[src/rtl/uart_rx_fifo.sv]
// uart_rx_fifo: UART receiver with a show-ahead receive FIFO.
//
// The Rx line is double-flop synchronised and oversampled at 16 ticks per bit. Frames are
// start + DATA_BITS (MSB first) + optional parity + STOP_BITS. Error-free frames are pushed
// into the FIFO and errored frames are dropped. Rx_Error holds the status of the last frame.
//
// Optional build macro UART_RX_MAJORITY_VOTE_EN: each bit value is the majority of the
// samples at ticks 6, 7 and 8. Without it, the single tick-7 sample is used.
//
// Ports:
//   SysClk        sole clock, rising edge
//   Rst           asynchronous active-low reset
//   Rx            asynchronous serial input, idle high
//   Read_Done     one-cycle pop strobe (ignored while empty)
//   Clear_Err     one-cycle strobe clearing FIFO_Overflow
//   Data_Out      FIFO head word (valid while FIFO_Empty = 0)
//   Data_Rdy      FIFO holds at least one word
//   FIFO_Empty    FIFO count is zero
//   FIFO_Full     FIFO count equals FIFO_DEPTH
//   FIFO_Overflow sticky: a word was dropped because the FIFO was full
//   RTS           FIFO count below FIFO_DEPTH-2
//   Rx_Error      last frame status: [0] break, [1] parity, [2] frame
//   Fifo_Count    current FIFO occupancy
module uart_rx_fifo #(
    parameter int unsigned SYSCLK_RATE = 100000000,
    parameter int unsigned BAUD_RATE   = 9600,
    parameter int unsigned DATA_BITS   = 8,
    parameter int unsigned PARITY_MODE = 1,
    parameter int unsigned STOP_BITS   = 2,
    parameter int unsigned FIFO_DEPTH  = 8
) (
    input  logic                        SysClk,
    input  logic                        Rst,
    input  logic                        Rx,
    input  logic                        Read_Done,
    input  logic                        Clear_Err,
    output logic [DATA_BITS-1:0]        Data_Out,
    output logic                        Data_Rdy,
    output logic                        FIFO_Empty,
    output logic                        FIFO_Full,
    output logic                        FIFO_Overflow,
    output logic                        RTS,
    output logic [2:0]                  Rx_Error,
    output logic [$clog2(FIFO_DEPTH):0] Fifo_Count
);
    localparam int unsigned DIV_RAW   = (SYSCLK_RATE + 8 * BAUD_RATE) / (16 * BAUD_RATE);
    localparam int unsigned DIV       = (DIV_RAW < 1) ? 1 : DIV_RAW;
    localparam int unsigned DIV_W     = (DIV > 1) ? $clog2(DIV) : 1;
    localparam int unsigned AW        = $clog2(FIFO_DEPTH);
    localparam logic [3:0]  DATA_LAST = 4'(DATA_BITS - 1);
    localparam logic        STOP_LAST = 1'(STOP_BITS - 1);
    localparam logic        PAR_ODD   = (PARITY_MODE == 2);

    typedef enum logic [2:0] {StIdle, StStart, StData, StParity, StStop, StBreakWait} state_t;

    state_t               state;
    logic                 rx_meta, rx_sync, rx_prev;
    logic [DIV_W-1:0]     div_cnt;
    logic                 tick, sample, bit_val, bit_end, start_edge;
    logic [3:0]           tick_cnt, bit_cnt;
    logic                 stop_cnt;
    logic [DATA_BITS-1:0] shreg;
    logic                 all_zero, par_err, frm_err;
    logic                 done;
    logic [2:0]           done_err;

    // Synchroniser; rx_prev is the previous synchronised value for edge detection.
    // All three reset high so a line already low at reset release reads as a start edge.
    always_ff @(posedge SysClk or negedge Rst) begin
        if (!Rst) begin
            rx_meta <= 1'b1;
            rx_sync <= 1'b1;
            rx_prev <= 1'b1;
        end else begin
            rx_meta <= Rx;
            rx_sync <= rx_meta;
            rx_prev <= rx_sync;
        end
    end

    assign start_edge = (state == StIdle) && rx_prev && !rx_sync;

    // Tick divider restarts on the start edge so the sample points are centred on each bit.
    always_ff @(posedge SysClk or negedge Rst) begin
        if (!Rst) begin
            div_cnt <= '0;
        end else if (start_edge || tick) begin
            div_cnt <= '0;
        end else begin
            div_cnt <= div_cnt + 1'b1;
        end
    end

    assign tick    = (div_cnt == DIV_W'(DIV - 1));
    assign bit_end = tick && (tick_cnt == 4'd15);

`ifdef UART_RX_MAJORITY_VOTE_EN
    logic [1:0] vote;
    assign sample  = tick && (tick_cnt == 4'd8);
    assign bit_val = (vote[0] & vote[1]) | (vote[0] & rx_sync) | (vote[1] & rx_sync);
`else
    assign sample  = tick && (tick_cnt == 4'd7);
    assign bit_val = rx_sync;
`endif

    always_ff @(posedge SysClk or negedge Rst) begin
        if (!Rst) begin
            state    <= StIdle;
            tick_cnt <= '0;
            bit_cnt  <= '0;
            stop_cnt <= 1'b0;
            shreg    <= '0;
            all_zero <= 1'b0;
            par_err  <= 1'b0;
            frm_err  <= 1'b0;
            done     <= 1'b0;
            done_err <= '0;
            Rx_Error <= '0;
`ifdef UART_RX_MAJORITY_VOTE_EN
            vote     <= 2'b11;
`endif
        end else begin
            done <= 1'b0;
            if (done) begin
                Rx_Error <= done_err;
            end
`ifdef UART_RX_MAJORITY_VOTE_EN
            if (tick && tick_cnt == 4'd6) vote[0] <= rx_sync;
            if (tick && tick_cnt == 4'd7) vote[1] <= rx_sync;
`endif
            if (tick && state != StIdle && state != StBreakWait) begin
                tick_cnt <= tick_cnt + 4'd1;
            end
            unique case (state)
                StIdle: begin
                    if (start_edge) begin
                        state    <= StStart;
                        tick_cnt <= '0;
                        all_zero <= 1'b1;
                        par_err  <= 1'b0;
                        frm_err  <= 1'b0;
                    end
                end
                StStart: begin
                    if (sample && bit_val) begin
                        state <= StIdle;   // false start
                    end else if (bit_end) begin
                        state   <= StData;
                        bit_cnt <= '0;
                    end
                end
                StData: begin
                    if (sample) begin
                        shreg    <= {shreg[DATA_BITS-2:0], bit_val};
                        all_zero <= all_zero & ~bit_val;
                    end
                    if (bit_end) begin
                        if (bit_cnt == DATA_LAST) begin
                            stop_cnt <= 1'b0;
                            if (PARITY_MODE != 0) state <= StParity;
                            else                  state <= StStop;
                        end else begin
                            bit_cnt <= bit_cnt + 4'd1;
                        end
                    end
                end
                StParity: begin
                    if (sample) begin
                        par_err  <= bit_val != ((^shreg) ^ PAR_ODD);
                        all_zero <= all_zero & ~bit_val;
                    end
                    if (bit_end) begin
                        state    <= StStop;
                        stop_cnt <= 1'b0;
                    end
                end
                StStop: begin
                    if (sample) begin
                        if (stop_cnt == STOP_LAST) begin
                            // Frame completes at the mid-sample of the last stop bit.
                            done <= 1'b1;
                            if (all_zero && !bit_val) begin
                                done_err <= 3'b001;
                                state    <= StBreakWait;
                            end else begin
                                done_err <= {frm_err | ~bit_val, par_err, 1'b0};
                                state    <= StIdle;
                            end
                        end else begin
                            frm_err  <= frm_err | ~bit_val;
                            all_zero <= all_zero & ~bit_val;
                        end
                    end else if (bit_end) begin
                        stop_cnt <= stop_cnt + 1'b1;
                    end
                end
                StBreakWait: begin
                    if (rx_sync) state <= StIdle;
                end
                default: state <= StIdle;
            endcase
        end
    end

    // Receive FIFO
    logic [DATA_BITS-1:0] mem [FIFO_DEPTH];
    logic [AW-1:0]        wr_ptr, rd_ptr;
    logic [AW:0]          count;
    logic                 push, pop, do_push, empty, full;

    assign push    = done && (done_err == 3'b000);
    assign empty   = (count == '0);
    assign full    = (count == (AW + 1)'(FIFO_DEPTH));
    assign pop     = Read_Done && !empty;
    assign do_push = push && (!full || pop);   // a simultaneous pop frees the slot

    always_ff @(posedge SysClk) begin
        if (do_push) mem[wr_ptr] <= shreg;
    end

    always_ff @(posedge SysClk or negedge Rst) begin
        if (!Rst) begin
            wr_ptr        <= '0;
            rd_ptr        <= '0;
            count         <= '0;
            FIFO_Overflow <= 1'b0;
        end else begin
            if (do_push) wr_ptr <= wr_ptr + 1'b1;
            if (pop)     rd_ptr <= rd_ptr + 1'b1;
            if (do_push && !pop)      count <= count + 1'b1;
            else if (pop && !do_push) count <= count - 1'b1;
            // A new overflow wins over a coincident clear.
            if (push && full && !pop) FIFO_Overflow <= 1'b1;
            else if (Clear_Err)       FIFO_Overflow <= 1'b0;
        end
    end

    assign Data_Out   = empty ? '0 : mem[rd_ptr];
    assign Data_Rdy   = !empty;
    assign FIFO_Empty = empty;
    assign FIFO_Full  = full;
    assign RTS        = (count < (AW + 1)'(FIFO_DEPTH - 2));
    assign Fifo_Count = count;

endmodule

[config.mk]
export PLATFORM = sky130hd
export DESIGN_NAME = uart_rx_fifo
export DESIGN_NICKNAME = d
export VERILOG_FILES = /design/src/rtl/uart_rx_fifo.sv
export SDC_FILE = /design/constraint.sdc
export NUM_CORES = 1
export LEC_CHECK = 0
export CAP_MARGIN = 20
export CORE_MARGIN = 10
export CORE_UTILIZATION = 35
export CTS_CLUSTER_SIZE = 24
export DETAILED_ROUTE_END_ITERATION = 6
export PLACE_DENSITY_LB_ADDON = 0.15
export SLEW_MARGIN = 0
export SYNTH_ARGS = -nofsm -noshare
export SYNTH_HDL_FRONTEND = slang
export SYNTH_SLANG_ARGS = --single-unit
export TNS_END_PERCENT = 1
[constraint.sdc]
create_clock -name SysClk -period 8 [get_ports SysClk]
set_input_delay 1.6 -clock SysClk [delete_from_list [all_inputs] [get_ports SysClk]]
set_output_delay 1.6 -clock SysClk [all_outputs]
set_load 0.02 [all_outputs]
### After elaboration in Yosys (flattened, before gate mapping)

Memory sizes are Yosys's and may differ from the RTL's.
Cells that the tools add are included.

| word-level totals | value |
|---|---|
| flip-flop bits (word level) | 54 |
| bits in writable memories | 64 |
| output and inout bits | 20 |
| memories kept | 1 |

| operators by class | value |
|---|---|
| $add $sub $neg | 8 |
| magnitude comparators | 1 |
| equal/unequal tests | 28 |
| multiplexer cells | 48 |
| bitwise gates (word level) | 3 |
| reduce and logical (&&, ||, !) cells | 43 |

Memories:

| name | words | width | read ports | clocked after memory_dff | wr ports | line | text |
|---|---|---|---|---|---|---|---|
| mem | 8 | 8 | 1 | 0 | 1 | 206 | `logic [DATA_BITS-1:0] mem [FIFO_DEPTH];` |

Operator list:

| cell | count |
|---|---|
| two-way mux 4 bit | 9 |
| two-way mux 3 bit | 11 |
| != test 2 bit (second input constant) | 14 |
| two-way mux 1 bit | 20 |
| case mux 3 bit (6 select lines) | 1 |
| logical AND 1 bit | 15 |
| adder 4 x 1 -> 4 bit (second input constant) | 3 |
| adder 10 x 1 -> 10 bit (second input constant) | 1 |
| == test 10 bit (second input constant) | 1 |
| two-way mux 10 bit | 1 |
| AND reduction 5 bit | 2 |
| nonzero test 2 bit | 5 |
| nonzero test 3 bit | 3 |
| == test 4 x 3 -> 1 bit (second input constant) | 2 |
| == test 4 bit (second input constant) | 2 |
| two-way mux 8 bit | 1 |
| case mux 4 bit (2 select lines) | 1 |
| AND reduction 8 bit | 1 |
| XOR reduction 8 bit | 1 |
| adder 3 x 1 -> 3 bit (second input constant) | 2 |
| == test 3 x 2 -> 1 bit (second input constant) | 2 |
| == test 3 bit (second input constant) | 2 |
| logical NOT 3 bit | 2 |
| != test 3 bit (second input constant) | 2 |
| other kinds (19) | 27 |

### Logic depth before layout (Yosys ltp)

Gate-level depths: netlist (run 1).

| depth | value |
|---|---|
| depth in word-level cells | 9 |
| mapped depth | 12 |

### Least setup slack after synthesis (run 1)

OpenSTA, ideal clock, no wires.

| path | value |
|---|---|
| kind | register -> output |
| from | reg rd_ptr[0] |
| to | out Data_Out[0] |
| data arrival time | 2.106 ns |
| data required time | 6.400 ns |
| slack | 4.294 ns |
| cell stages (with the launch flop) | 6 |
| buffers on the path | 2 |
| cell sequence | dfrtp_1 > clkbuf_1 > buf_1 > mux4_2 > mux2i_1 > nor2_1 |

| on the way | value |
|---|---|
| cells in the longest elaborated chain, start to end | 2 |

RTL lines:

| element | line | text |
|---|---|---|
| start: declaration | 207 | `logic [AW-1:0] wr_ptr, rd_ptr;` |
| start signal: assignment | 229 | `if (pop) rd_ptr <= rd_ptr + 1'b1;` |
| memory (8 x 8 bit) | -- |  |
| two-way mux 8 bit | 238 | `assign Data_Out = empty ? '0 : mem[rd_ptr];` |
| end: declaration | 37 | `output logic [DATA_BITS-1:0] Data_Out,` |

No other way between the ends.

### Final worst setup path (run 1)

| path | value |
|---|---|
| from | reg rd_ptr[1] |
| to | out Data_Out[1] |

The elaborated chain is that of the path after synthesis.

==> out/results.ini, run 1 <==
[outcome]
outcome=complete, no violations

[sta]
fmax_mhz=247
fin_crit_ps=4040
skew_ps=12.6
hold_viol=0
setup_viol=0
post-route-period-util_pct=50.5
fin_tns_setup_ps=0
max-slew-margin-rel_pct=28.5
tightest_slew_ps=1060
slew_viol_final=0
rsz0062_at_grt=no

[worst_hold_path]
hold_path_class=reg2reg

[clock_network]
clk_pin_slew_ps=50
cts_sinks=118
ctsHoldBuffers=0
cts_tree=yes
post_cts.repair.setup_buffers=0
htreeDepth=4
clk_path_buf_depth=2
cts-resized-gates=0
root_buffer=clkbuf_16
clock_latency_ps=410
cts_made_buffers=17

[grt]
track_usage_pct=10.2
antenna_found_initial=0
grt_pass1_wl_mm=16.0
gr-total-overflow=0
grt_pass1_vias=3000
grt_max_degree=55

[final_layout]
drive_gt1_share_pct=17.2
synthToLayoutAreaGrowth_pct=20.7
num-nets-final=414
final_util_pct=43.7
layout_commonest_cell=edfxtp_1
n_antenna_cell=0
mostFrequentLayoutCells=edfxtp_1, dfrtp_1, nor2_1, nand2_1, clkdlybuf4s50_1
fin_cells=592

[route]
drtIter0Drc=186
viasPerCell=4.95
dr.pass1.iters=4
drt-total-wl_mm=9.48
drtAntennaViolNets=0
drc=0
num_vias=2928
wire_per_inst_um=16.0

[floorplanning]
rows=43
chipWidth_um=140
top_level_ports=25
die_y_um=140
placeableCoreArea_um2=14000
fp.dieArea_um2=19700
start_util_pct=36.2

[logic_synthesis]
synthDistinctLibCells=42
synth_area_um2=5080
syn_nets=378
ys_warn_count=0
synth_seq_cells=118
synth_edf_count=64
synth_seq_area_share_pct=64.5
avgSynthCellArea_um2=14.0
synth_ff_type=edfxtp_1
syn_inst=363
synthArstFlopShare_pct=45.8

[worst_setup_path]
arrival_ps=2440
required_ps=6400
startpoint_type=flip-flop
worstSetupPathType=reg2out
crit_path_end_kind=output pin
path_max_fanout=18

[run]
cap_viol_max_count=0

[placed_design]
gp_congestion=0.864
dp_hpwl_mm=6.21
io_buffers=24
placedCellCount=559

[power_and_ir_drop]
leakage_nw=2.32
power_density_nw_per_um2=335
irDropWorstVdd_v=0.000107
finalPower_mw=2.06

==> worst max-delay path, cell delays in order, from the launching register on <==
cell and delay (ps):
dfrtp_1 850, mux4_2 410, mux2i_1 160, nor2_1 70, clkdlybuf4s50_1 540
==> synthesized netlist by cell type, drive strengths merged, types with 5 or more instances <==
cell / number / area (um^2)
mux2i: 9 / 90.1
nor2: 38 / 143
xor2: 9 / 78.8
nor3: 7 / 35.0
nand3: 11 / 55.1
mux4: 16 / 360
a21oi: 5 / 25.0
ha: 9 / 113
o21ai: 16 / 80.1
clkbuf: 8 / 31.3
dfrtp: 51 / 1280
xnor2: 18 / 158
mux2: 13 / 146
inv: 9 / 33.8
edfxtp: 64 / 1920
nand2: 32 / 120
==> state kept, by name, indices dropped and copies added (netlist names) <==
signal	cells
FIFO_Overflow	1
Fifo_Count	4
Rx_Error	3
all_zero	1
bit_cnt	4
bit_val	1
div_cnt	10
done	1
done_err	3
frm_err	1
mem	64
par_err	1
rd_ptr	3
rx_meta	1
rx_prev	1
shreg	8
state	3
stop_cnt	1
tick_cnt	4
wr_ptr	3
==> metrics by stage <==
step	hold WS, ps	instance area (um^2)	setup WS (ps)
final	356	6130	3960
after global routing	358	6130	3770
after CTS	357	6100	3450
after detailed placement	350	5510	3860
after global placement	348	5500	3670
after floorplan	345	5080	4290
==> routing by layer <==
| metal | GRT usage (%) | vias to the layer above | share of wire, % |
|---|---|---|---|
| met1 | 12.5 | 1449 | 45 |
| met4 | 5.00 | 0 | 1.8 |
| met3 | 3.75 | 14 | 4.3 |
| li1 | - | 1400 | - |
| met5 | 0 | - | 0 |
| met2 | 15.6 | 65 | 49 |
==> cell type report <==
cell class,instances,area (um^2)
clock buffer,19,433
clock inverter,13,158
fill,1282,7910
inverter,10,37.5
multi-input combinational,224,1720
sequential,118,3280
tap,180,225
timing repair buffer,28,280
==> power breakdown <==
part / internal [mW] / switching (mW)
logic: 0.288 / 0.242
registers: 0.680 / 0.0964
clock network: 0.486 / 0.264
==> worst paths after layout <==
check,startpoint,endpoint,slack (ps),cells after the start
min,rx_meta,bit_val,360,0
min reg2reg,rx_meta,bit_val,360,0
max in group asynchronous,Rst,rd_ptr[1],6200,2
max,rd_ptr[1],Data_Out[1],3960,4
min in group asynchronous,Rst,div_cnt[3],1320,2
max reg2reg,done_err[1],Fifo_Count[3],5050,10
==> cells by family after synthesis <==
family / count (synthesis) / synth area share [%]
buf+inv: 21 / 1.58
mux: 38 / 11.8
fa+ha+maj: 10 / 2.61
simple gates: 117 / 11.2
xor+xnor: 27 / 4.66
compound gates: 32 / 3.65
flops: 118 / 64.5
(Power assumes the default switching activity.)
==> run 2, diff against run 1 <==
clock period = 3.5 ns   (was 8 ns; I/O delays follow)
==> run 2 against run 1 <==
  * Die area stayed put
  * Utilization grew 0.43 points
  * Cell count grew 1.0%
  * Clock power is 130% higher
  * Wire length decreased by 0.93%
  * Largest cell class unchanged
==> out/results.ini, run 2 (synthesis gave the netlist of run 1 again) <==
[sta]
rsz0062_at_grt=no  ; unchanged
skew_ps=7.77  ; was 12.6 ps
fmax_mhz=315
slew_viol_final=0  ; unchanged
max-slew-margin-rel_pct=43.4  ; was 28.5%
finalWorstSetupSlack_ps=326  ; was 3960 ps
hold_viol=0  ; unchanged
post-route-period-util_pct=90.7
fin_tns_setup_ps=0  ; unchanged
tightest_slew_ps=849  ; was 1060 ps
setup_viol=0  ; unchanged
fin_crit_ps=3170

[floorplanning]
rows=43  ; unchanged
die_y_um=140  ; unchanged
chipWidth_um=140  ; unchanged
fp.dieArea_um2=19700  ; unchanged
start_util_pct=36.2  ; unchanged
top_level_ports=25  ; unchanged
placeableCoreArea_um2=14000  ; unchanged

[worst_setup_path]
r2r_slack_ps=760  ; was 5050 ps
reg2reg_depth=6  ; was 10
required_ps=2800  ; was 6400 ps
regToRegEndpoint=bit_cnt[2]  ; was Fifo_Count[3]
path_cells=mux4_2 > mux2i_1 > nor2_1 > clkdlybuf4s50_1  ; unchanged
path_delay_family=flip-flops  ; unchanged
r2r-start=state[1]  ; was done_err[1]
arrival_ps=2470  ; was 2440 ps
path_depth=4  ; unchanged
path_max_fanout=18  ; unchanged
crit_end=Data_Out[0]  ; was Data_Out[1]
startpoint_type=flip-flop  ; unchanged
max_stage_delay_ps=880  ; was 850 ps
critical_path_buf_inv_count=1  ; unchanged
crit_path_end_kind=output pin  ; unchanged
worstSetupPathType=reg2out  ; unchanged
crit_path_start=rd_ptr[1]  ; unchanged
critPathSlowestCell=dfrtp_1  ; unchanged

[power_and_ir_drop]
pwr-share-comb_pct=25.6  ; was 25.7%
leakage_nw=2.37  ; was 2.32 nW
switching_share_pct=28.7  ; was 29.3%
p_int_mw=3.38  ; was 1.45 mW
irDropWorstVdd_v=0.000224  ; was 0.000107 V
seqPwrFrac_pct=37.4  ; was 37.8%
finalPower_mw=4.74  ; was 2.06 mW
clkPwrFrac_pct=37.0  ; was 36.5%
power_density_nw_per_um2=765  ; was 335 nW/um^2
switchingPower_mw=1.36  ; was 0.602 mW

[route]
top_layer=met4  ; unchanged
dr_wl_met2_mm=4.60  ; was 4.61 mm
wire_per_inst_um=15.7  ; was 16.0 um
viasPerCell=4.93  ; was 4.95
drc=0  ; unchanged
drtIter0Drc=104  ; was 186
wl_met3_um=405  ; unchanged
drt-met1-wl_mm=4.23  ; was 4.29 mm
drt-total-wl_mm=9.39  ; was 9.48 mm
drtAntennaViolNets=0  ; unchanged
num_vias=2949  ; was 2,928
dr.pass1.iters=4  ; unchanged

[clock_network]
clk_path_buf_depth=2  ; unchanged
cts-resized-gates=0  ; unchanged
root_buffer=clkbuf_16  ; unchanged
cts_tree=yes  ; unchanged
htreeDepth=4  ; unchanged
ctsHoldBuffers=0  ; unchanged
cts_sinks=118  ; unchanged
clk_pin_slew_ps=50  ; about the same
post_cts.repair.setup_buffers=0  ; unchanged
clock_latency_ps=410  ; about the same
cts_made_buffers=17  ; unchanged

[final_layout]
largest_reg_flops=64  ; unchanged
layout_commonest_cell=edfxtp_1  ; unchanged
top_regs=mem: 64 flops, div_cnt: 10 flops, shreg: 8 flops  ; unchanged
drive_gt1_share_pct=18.2  ; was 17.2%
num-nets-final=422  ; was 414
regMostFlops=mem  ; unchanged
fill_cells=1263  ; was 1,282
mostFrequentLayoutCells=edfxtp_1, dfrtp_1, nor2_1, nand2_1, clkdlybuf4s50_1  ; unchanged
n_antenna_cell=0  ; unchanged
synthToLayoutAreaGrowth_pct=21.9  ; was 20.7%
fin_cells=598  ; was 592

[grt]
gr-total-overflow=0  ; unchanged
grt_max_degree=39  ; was 55
antenna_found_initial=0  ; unchanged
grt_pass1_wl_mm=15.7  ; was 16.0 mm
grt_pass1_vias=2973  ; was 3,000
track_usage_pct=10.1  ; was 10.2%

[placed_design]
dp_hpwl_mm=6.20  ; was 6.21 mm
io_buffers=24  ; unchanged
gp_congestion=0.872  ; was 0.864
placedCellCount=568  ; was 559
dp_slack_ps=534  ; was 3860 ps

[worst_hold_path]
hold_path_class=reg2reg  ; unchanged
whs_path_depth=0  ; unchanged

[outcome]
outcome=complete, no violations  ; unchanged

[run]
cap_viol_max_count=0  ; unchanged

[run 2: cell count changes in the layout (fill, tap and decap cells not counted), sizes merged]
cell and change:
buf +8, clkinvlp -3, bufinv +1, clkbuf +1, clkinv -1
[run 2: cell type report]
class	instances	area, um^2	area share [%]
flip-flops and latches	118	3280	52.9
multi-input cells	224	1720	27.8
clock buffers	20	437	7.05
repair buffers	36	338	5.46
well taps	180	225	3.64
clock inverters	10	156	2.53
inverters	10	37.5	0.606
[run 2: how the worst min path moves through the flow]
stage	start	endpoint	slack, ps
floorplan	rx_meta	bit_val	350
global placement	rx_meta	bit_val	350
detailed placement	rx_meta	bit_val	350
CTS	rx_meta	bit_val	360
global route	rx_meta	bit_val	360
finish	rx_meta	bit_val	360
[run 2: power groups by stage]
stage	clock network (mW)	registers, mW	logic [mW]
floorplan	0	1.69	0.884
global placement	0	1.80	1.22
detailed placement	0	1.80	1.24
CTS	1.79	1.78	1.24
global route	1.86	1.80	1.34
finish	1.75	1.77	1.21
[run 2: metal layers]
metal | up-vias | GRT usage (%)
met1 | 1458 | 12.2
met3 | 17 | 3.82
li1 | 1420 | -
met5 | - | 0
met2 | 54 | 15.7
met4 | 0 | 4.89
[run 2: through the flow]
step | util, % | area [um^2] | hold WS, ps
floorplan | - | 5080 | 345
global placement | 39.9 | 5600 | 350
detailed placement | 39.9 | 5600 | 349
CTS | 44.1 | 6190 | 357
global route | 44.1 | 6190 | 362
finish | 44.1 | 6190 | 357
